## src/rtl/pit_cmd_sequencer.sv

```systemverilog
// Host-side command sequencer for an 8253 PIT: expands one program or
// latch+read command into control-word, data-write and data-read bus cycles.
module pit_cmd_sequencer #(
    parameter int unsigned STROBE_CYC = 2,
    parameter int unsigned GAP_CYC    = 2
) (
    input  logic        zclk,
    input  logic        rst_n,
    input  logic        cmd_valid,
    output logic        cmd_ready,
    input  logic        cmd_op,
    input  logic [1:0]  cmd_chan,
    input  logic [1:0]  cmd_rw,
    input  logic [2:0]  cmd_mode,
    input  logic [15:0] cmd_count,
    output logic        rsp_valid,
    output logic        rsp_err,
    output logic [15:0] rsp_data,
    output logic        pit_cs_n,
    output logic        pit_a1,
    output logic        pit_a0,
    output logic        pit_wr_n,
    output logic        pit_rd_n,
    output logic [7:0]  pit_dout,
    output logic        pit_doe,
    input  logic [7:0]  pit_din
);

    localparam logic [3:0] STROBE_LD = 4'(STROBE_CYC - 1);
    localparam logic [3:0] GAP_LD    = 4'(GAP_CYC - 1);

    typedef enum logic [2:0] {IDLE, SETUP, STROBE, HOLD, GAP, DONE} state_t;

    state_t      state;
    state_t      state_nxt;

    logic        op_q;
    logic [1:0]  chan_q;
    logic [1:0]  rw_q;
    logic [2:0]  mode_q;
    logic [15:0] count_q;
    logic [1:0]  idx;
    logic [3:0]  timer;
    logic [7:0]  lsb_q;
    logic [7:0]  msb_q;

    logic [1:0]  last_idx;
    logic        acc_wr;
    logic [1:0]  acc_addr;
    logic [7:0]  acc_data;
    logic        bus_on;

    // Decode the current access (direction, address, write byte) from the latched command
    always_comb begin
        acc_wr   = 1'b1;
        acc_addr = chan_q;
        acc_data = '0;
        last_idx = 2'd2;
        if (!op_q) begin
            case (rw_q)
                2'b00:   last_idx = 2'd0;
                2'b11:   last_idx = 2'd2;
                default: last_idx = 2'd1;
            endcase
        end
        if (idx == 2'd0) begin
            acc_addr = 2'b11;
            acc_data = op_q ? {chan_q, 6'b000000} : {chan_q, rw_q, mode_q, 1'b0};
        end else if (op_q) begin
            acc_wr = 1'b0;
        end else begin
            // Second access carries MSB only when rw selects MSB alone
            acc_data = (idx == 2'd1 && rw_q != 2'b10) ? count_q[7:0] : count_q[15:8];
        end
    end

    // State register
    always_ff @(posedge zclk) begin
        if (!rst_n) state <= IDLE;
        else        state <= state_nxt;
    end

    // Next-state and bus/handshake output decode
    always_comb begin
        state_nxt = state;
        bus_on    = 1'b0;
        pit_wr_n  = 1'b1;
        pit_rd_n  = 1'b1;
        case (state)
            IDLE:   if (cmd_valid) state_nxt = (cmd_chan == 2'd3) ? DONE : SETUP;
            SETUP:  begin
                bus_on    = 1'b1;
                state_nxt = STROBE;
            end
            STROBE: begin
                bus_on   = 1'b1;
                pit_wr_n = !acc_wr;
                pit_rd_n = acc_wr;
                if (timer == 4'd0) state_nxt = HOLD;
            end
            HOLD:   begin
                bus_on    = 1'b1;
                state_nxt = GAP;
            end
            GAP:    if (timer == 4'd0) state_nxt = (idx == last_idx) ? DONE : SETUP;
            DONE:   state_nxt = IDLE;
            default: state_nxt = IDLE;
        endcase
        pit_cs_n  = !bus_on;
        pit_a1    = bus_on & acc_addr[1];
        pit_a0    = bus_on & acc_addr[0];
        pit_doe   = bus_on & acc_wr;
        pit_dout  = pit_doe ? acc_data : '0;
        cmd_ready = (state == IDLE);
        rsp_valid = (state == DONE);
    end

    // Command latch, phase timer, access index, read capture and response registers
    always_ff @(posedge zclk) begin
        if (!rst_n) begin
            op_q     <= 1'b0;
            chan_q   <= '0;
            rw_q     <= '0;
            mode_q   <= '0;
            count_q  <= '0;
            idx      <= '0;
            timer    <= '0;
            lsb_q    <= '0;
            msb_q    <= '0;
            rsp_err  <= 1'b0;
            rsp_data <= '0;
        end else begin
            case (state)
                IDLE: if (cmd_valid) begin
                    op_q    <= cmd_op;
                    chan_q  <= cmd_chan;
                    rw_q    <= cmd_rw;
                    mode_q  <= cmd_mode;
                    count_q <= cmd_count;
                    idx     <= '0;
                    if (cmd_chan == 2'd3) begin
                        rsp_err  <= 1'b1;
                        rsp_data <= '0;
                    end
                end
                SETUP:  timer <= STROBE_LD;
                STROBE: begin
                    if (timer == 4'd0) begin
                        if (!acc_wr) begin
                            if (idx == 2'd1) lsb_q <= pit_din;
                            else             msb_q <= pit_din;
                        end
                    end else begin
                        timer <= timer - 4'd1;
                    end
                end
                HOLD:   timer <= GAP_LD;
                GAP: begin
                    if (timer != 4'd0) begin
                        timer <= timer - 4'd1;
                    end else if (idx != last_idx) begin
                        idx <= idx + 2'd1;
                    end else begin
                        rsp_err  <= 1'b0;
                        rsp_data <= op_q ? {msb_q, lsb_q} : 16'h0000;
                    end
                end
                default: ;
            endcase
        end
    end

endmodule

```

## config.mk

```make
export PLATFORM = sky130hd
export DESIGN_NAME = pit_cmd_sequencer
export DESIGN_NICKNAME = d
export VERILOG_FILES = /design/src/rtl/pit_cmd_sequencer.sv
export SDC_FILE = /design/constraint.sdc
export NUM_CORES = 1
export LEC_CHECK = 0
export CORE_UTILIZATION = 55
export DETAILED_ROUTE_END_ITERATION = 10
export DONT_BUFFER_PORTS = 1
export GPL_TIMING_DRIVEN = 0
export PLACE_DENSITY_LB_ADDON = 0.3
export REMOVE_ABC_BUFFERS = 1
export SLEW_MARGIN = 20
export SYNTH_ARGS = -nofsm -noshare
export SYNTH_HDL_FRONTEND = slang
export SYNTH_SLANG_ARGS = --single-unit
```

## constraint.sdc

```tcl
create_clock -name zclk -period 2.24 [get_ports zclk]
set_input_delay 0.448 -clock zclk [delete_from_list [all_inputs] [get_ports zclk]]
set_output_delay 0.448 -clock zclk [all_outputs]
set_load 0.005 [all_outputs]
```

==> run_results.csv, run 1 <==
group,metric,value,unit
status,status,"finished, final reports clean",
cts,clock_latency,0.34,ns
die,start_util,57.16,%
timing,finalHoldViolations,0,
timing,drv_slew,0,
routing,detail_route.wl_per_cell,14.39,um
power_and_ir_drop,internal_power,0.001880,W
yosys,async_flop_share,0,%
setup_path,cp-start-kind,"flop",
layout,drive_above_1_share,13.95,%
cts,path_clk_slew,0.07,ns
global_route,grt_max_degree,76,
layout,antenna_cells,0,
placement,dp_cells,388,
hold_path,holdPathStages,2,
hold_path,hold_start,"cmd_mode[1]",
layout,layout-area-overhead-vs-synth,11.71,%
yosys,yosysTopAreaCellShare,44.97,%
routing,drtPass1Iterations,4,
yosys,synthDistinctLibCells,39,
routing,drtIter0Drc,109,
power_and_ir_drop,irDropWorstVdd,0.5456,mV
timing,fin_worst_skew,0.007032,ns
cts,root_buffer,"clkbuf_8",
setup_path,r2r_slack,0.20,ns
yosys,synth.most_common_cell,"nand2_1",
yosys,yosys.area.top_type,"dfxtp_1",
routing,remaining_drc_errors,0,
cts,cts_tree,"yes",
cts,clock_path_buffers,2,
global_route,globalRouteTotalUtil,22.25,%
hold_path,min_to,"mode_q[1]",
timing,rsz0062_at_grt,"yes",
power_and_ir_drop,clock_power_share,32.1,%
placement,hpwl,3878,um
cts,htreeDepth,3,
timing,period_minus_slack,2.201,ns
routing,drt-total-wl,5958,um
placement,globalplace.congestion,0.7863,
setup_path,worstRegToRegCells,7,
cts,cts_buffers,9,
cts,cts_sinks,66,
die,die_area,5638,sq um
yosys,synth_common_cells,"nand2_1, dfxtp_1, a21boi_0",
power_and_ir_drop,sw_frac_of_total,30.01,%
die,std_cell_rows,26,
layout,final_nets,379,
layout,fillers,455,
yosys,syn-instance-count,341,
routing,antenna_left,0,
yosys,synthTopCellsByArea,"dfxtp_1, nand2_1, a21boi_0",
yosys,postSynthRegisterBits,66,
power_and_ir_drop,finalPower,0.002686,W
die,io_pins,68,
timing,worst_pin_slew,0.8683,ns
yosys,netlist_area,2938,sq um
power_and_ir_drop,pwr-share-comb,18.2,%
power_and_ir_drop,switchingPower,0.0008060,W
setup_path,timing.rr.start,"rw_q[0]",
flow_run,max-cap-violations,0,
die,coreArea,5140,sq um
yosys,avgSynthCellArea,8.615,sq um
timing,setup_viol,0,
die,die_h,75.09,um
setup_path,cp-end-kind,"output port",
timing,fmax,454.4,MHz
routing,vias,2349,
setup_path,critical_path_class,"reg2out",
hold_path,worstHoldPathType,"in2reg",
yosys,ys_warn_count,0,
timing,min_period_over_period,98.26,%
timing,slew-limit-headroom,41.97,%
power_and_ir_drop,power_leakage,1.126,nW
layout,layout.cells.non_filler,414,
power_and_ir_drop,p_per_area,818.4,nW/um^2
yosys,synth_seq_area_share,44.97,%
routing,via_per_inst,5.674,
global_route,grt_pass1_wl,9287,um
placement,port_buffers,0,
power_and_ir_drop,seq_power_share,49.7,%
global_route,grt-ovfl-total,0,
setup_path,path_max_fanout,7,
die,die_w,75.09,um
yosys,synth-edff-count,0,
global_route,grt_pass1_vias,2066,
setup_path,cp.arrival,1.75,ns
setup_path,r2r-end,"rsp_data[6]",
yosys,ys.flop_type,"dfxtp_1",
setup_path,cp.required,1.79,ns
global_route,antenna_found_initial,0,
per-stage QoR:
step / hold WS [ns] / setup TNS [ns] / utilization, % / setup slack (ns) / instance area (sq um)
after detailed placement: 0.4438 / -5.898 / 56.94 / -0.4103 / 2927
after global routing: 0.2430 / -0.1092 / 63.85 / -0.02539 / 3282
after CTS: 0.2387 / 0 / 62.85 / 0.004502 / 3231
after floorplan: 0.4320 / -4.880 / - / -0.3399 / 2823
final: 0.2525 / 0 / 63.85 / 0.03905 / 3282
after global placement: 0.4359 / -29.89 / 56.62 / -1.260 / 2910
kinds of logic (layout without fill, tap and decap cells):
| group | Yosys count | after routing | synth area share (%) |
|---|---|---|---|
| adder cells (fa/ha/maj) | 5 | 5 | 2.129 |
| AO/OA/AOI/OAI | 78 | 78 | 19.34 |
| flip-flops | 66 | 66 | 44.97 |
| XOR/XNOR | 6 | 6 | 1.789 |
| buffers and inverters | 29 | 32 | 4.557 |
| multiplexers | 10 | 10 | 3.407 |
| AND/OR/NAND/NOR | 147 | 147 | 23.81 |
final cells by class:
class	instances	area, sq um	share of cell area, %
flip-flops and latches	66	1333	40.60
inverters	5	21.27	0.6481
multi-input cells	246	1554	47.35
clock inverters	5	30.03	0.9150
well taps	70	87.58	2.669
repair buffers	11	115.1	3.507
clock buffers	11	141.4	4.308
critical path, stage by stage, from the launching register on:
cell and delay (ns):
dfxtp_4 0.36, inv_4 0.07, ha_4 0.12, nor2b_4 0.27, mux2i_2 0.11, or3_1 0.33, a21oi_2 0.17
registers in the layout (all words and copies together), names as in the netlist:
signal / cells
idx: 2
lsb_q: 8
msb_q: 8
chan_q: 2
rw_q: 2
rsp_data: 16
state: 3
mode_q: 3
count_q: 16
rsp_err: 1
op_q: 1
timer: 4
cell usage in the layout (no fill, tap or decap), types with 3 or more instances in the layout:
cell and n:
nor3b_1 4, or3_1 3, dfxtp_1 61, mux2i_1 9, o21ai_0 19, nand2_1 85
clkinv_2 3, a21boi_0 25, inv_1 3, and2_1 5, nand3_1 19, a31oi_1 3
clkbuf_8 10, buf_4 7, xnor2_1 6, dfxtp_2 3, o2bb2ai_1 16, and3b_1 3
nor3_1 3, o21ai_1 4, nor2_1 9
worst max path at each step:
stage	slack, ns	startpoint	end	cells after the start
final	0.04	idx[1]	pit_dout[7]	6
after global routing	-0.03	idx[1]	pit_dout[7]	6
after CTS	0.005	rw_q[0]	pit_dout[7]	6
after detailed placement	-0.41	idx[1]	pit_dout[4]	5
after global placement	-1.26	state[2]	rsp_data[7]	4
after floorplan	-0.34	state[2]	rsp_data[7]	4
power by group through the flow:
stage          Sequential [W]  Clock (W)  Combinational [W]
5_1_grt               0.00135   0.000939           0.000550
6_report              0.00133   0.000862           0.000490
4_1_cts               0.00133   0.000885           0.000479
3_3_place_gp          0.00135          0           0.000420
2_1_floorplan         0.00133          0           0.000341
3_5_place_dp          0.00136          0           0.000440
metal layers:
layer / vias up / part of all wire, % / track usage (%)
met3: 14 / 5.7 / 5.756
li1: 1174 / - / -
met2: 67 / 48 / 35.84
met5: - / 0 / 0
met1: 1094 / 44 / 27.20
met4: 0 / 2.4 / 12.16
timing repair:
action / CTS / global route
buffers inserted: 7 / 3
pin swaps: 3 / 4
hold buffers: 0 / 0
setup endpoints to repair: 41 / 40
resized for setup: 17 / 13
Note: power is estimated with default switching activity, not from simulation.
==> inputs of run 2 (changes only) <==
--- a/config.mk
+++ b/config.mk
@@ -7,2 +7,3 @@
 export LEC_CHECK = 0
+export CORE_ASPECT_RATIO = 1.1
 export CORE_UTILIZATION = 55
@@ -13,2 +14,3 @@
 export REMOVE_ABC_BUFFERS = 1
+export SETUP_SLACK_MARGIN = 0.05
 export SLEW_MARGIN = 20
--- a/constraint.sdc
+++ b/constraint.sdc
@@ -3,2 +3,2 @@
 set_output_delay 0.448 -clock zclk [all_outputs]
-set_load 0.005 [all_outputs]
+set_load 0.05 [all_outputs]
==> run_results.csv, run 2 (synthesis results as in run 1) <==
group,metric,value,unit
status,status,"complete, but fails checks",
status,violations,"negative setup slack",
timing,drv_slew,0,
global_route,grt-ovfl-total,0,
routing,drt-total-wl,6257,um
cts,clock_latency,0.35,ns
cts,cts_sinks,66,
flow_run,max-cap-violations,0,
setup_path,cp.arrival,1.88,ns
layout,reg_top3,"count_q (16), rsp_data (16)",
routing,detail_route.wl_per_cell,15.30,um
cts,htreeDepth,3,
power_and_ir_drop,irDropWorstVdd,0.4920,mV
cts,root_buffer,"clkbuf_8",
power_and_ir_drop,pwr-share-comb,23.8,%
routing,drtPass1Iterations,4,
timing,fin_worst_skew,0.009043,ns
timing,min_period_over_period,104.1,%
layout,final_nets,386,
timing,period_minus_slack,2.333,ns
cts,clock_path_buffers,2,
setup_path,cp-end-kind,"output port",
power_and_ir_drop,power_leakage,1.205,nW
power_and_ir_drop,p_per_area,880.5,nW/um^2
die,std_cell_rows,27,
power_and_ir_drop,sw_frac_of_total,33.83,%
cts,cts_tree,"yes",
cts,cts_buffers,9,
global_route,globalRouteTotalUtil,22.71,%
placement,port_buffers,0,
power_and_ir_drop,internal_power,0.002014,W
power_and_ir_drop,switchingPower,0.001030,W
setup_path,cp-start-kind,"flop",
timing,holdWs,0.2428,ns
placement,globalplace.congestion,0.7348,
timing,worst_pin_slew,0.6518,ns
placement,hpwl,3739,um
routing,antenna_left,0,
global_route,top_usage_layer,"met2",
timing,finalHoldViolations,0,
global_route,antenna_found_initial,0,
timing,fmax,428.6,MHz
global_route,grtUsageMet3,7.574,%
layout,final_common_cell,"nand2_1",
power_and_ir_drop,clock_power_share,31.7,%
die,io_pins,68,
routing,drtIter0Drc,159,
global_route,grt.met1_usage,27.98,%
layout,final_cell_mix,"nand2_1, dfxtp_1, a21boi_0",
setup_path,path_max_fanout,4,
global_route,grt_max_degree,76,
layout,antenna_cells,0,
die,die_area,5638,sq um
layout,post-route-util,68.22,%
layout,layout-area-overhead-vs-synth,17.67,%
routing,vias,2342,
die,start_util,57.98,%
die,die_h,78.65,um
timing,slew-limit-headroom,56.43,%
global_route,grt_use_met2,36.04,%
timing,rsz0062_at_grt,"yes",
global_route,grt_pass1_vias,2156,
global_route,grt_pass1_wl,9880,um
hold_path,worstHoldPathType,"in2reg",
timing,setup_viol,5,
power_and_ir_drop,finalPower,0.003044,W
die,coreArea,5067,sq um
setup_path,critical_path_class,"reg2out",
power_and_ir_drop,seq_power_share,44.4,%
layout,drive_above_1_share,21.08,%
die,die_w,71.69,um
routing,via_per_inst,5.726,
timing,fin_ws,-0.09291,ns
routing,remaining_drc_errors,0,
cts,path_clk_slew,0.07,ns
setup_path,cp.required,1.79,ns
-- run 2: metal layers --
layer | share of wire (%) | wire length (um)
met1 | 45 | 2799
met2 | 47 | 2914
met3 | 6.7 | 417
met4 | 2.0 | 126
met5 | 0 | 0
-- run 2: final cells by class --
type / instances / area, sq um
Tap cell: 58 / 72.57
Clock inverter: 7 / 70.07
Fill cell: 382 / 1610
Clock buffer: 9 / 123.9
Timing Repair Buffer: 18 / 171.4
Sequential cell: 66 / 1336
Multi-Input combinational cell: 246 / 1662
Inverter: 5 / 21.27
-- run 2: final timing paths --
check / from / endpoint / slack (ns) / cells past startpoint
max: idx[1] / pit_dout[7] / -0.09 / 6
min: cmd_count[9] / count_q[9] / 0.24 / 2
max reg2reg: rw_q[1] / rsp_data[2] / 0.24 / 6
min reg2reg: msb_q[0] / rsp_data[8] / 0.45 / 1
-- run 2: power groups by stage --
stage | registers (W) | clock network, W | logic, W
after floorplan | 0.00134 | 0 | 0.000500
after global placement | 0.00135 | 0 | 0.000571
after detailed placement | 0.00136 | 0 | 0.000606
after CTS | 0.00134 | 0.000978 | 0.000665
after global routing | 0.00137 | 0.00104 | 0.000779
final | 0.00135 | 0.000966 | 0.000726
-- run 2: worst max-delay path: stages (launching register included) --
cell,delay [ns]
dfxtp_2,0.34
inv_4,0.07
ha_4,0.12
nor2b_4,0.18
mux2i_1,0.11
or3_4,0.35
a21oi_4,0.36
-- run 2: what timing repair did --
action,in CTS,in global routing
hold buffers,0,0
pin swaps,7,7
endpoints found under the hold margin,0,0
endpoints found under the setup margin,71,54
gates resized for setup,42,13
buffers inserted,8,7
-- run 2: stage by stage --
step / std cells / area [sq um] / TNS, ns / setup WS, ns
2_1_floorplan: 317 / 2823 / -21.89 / -1.983
3_3_place_gp: 375 / 2895 / -49.34 / -2.486
3_5_place_dp: 378 / 2952 / -15.21 / -1.086
4_1_cts: 402 / 3342 / -0.2557 / -0.1201
5_1_grt: 409 / 3457 / -0.7978 / -0.1708
6_report: 409 / 3457 / -0.3726 / -0.09291
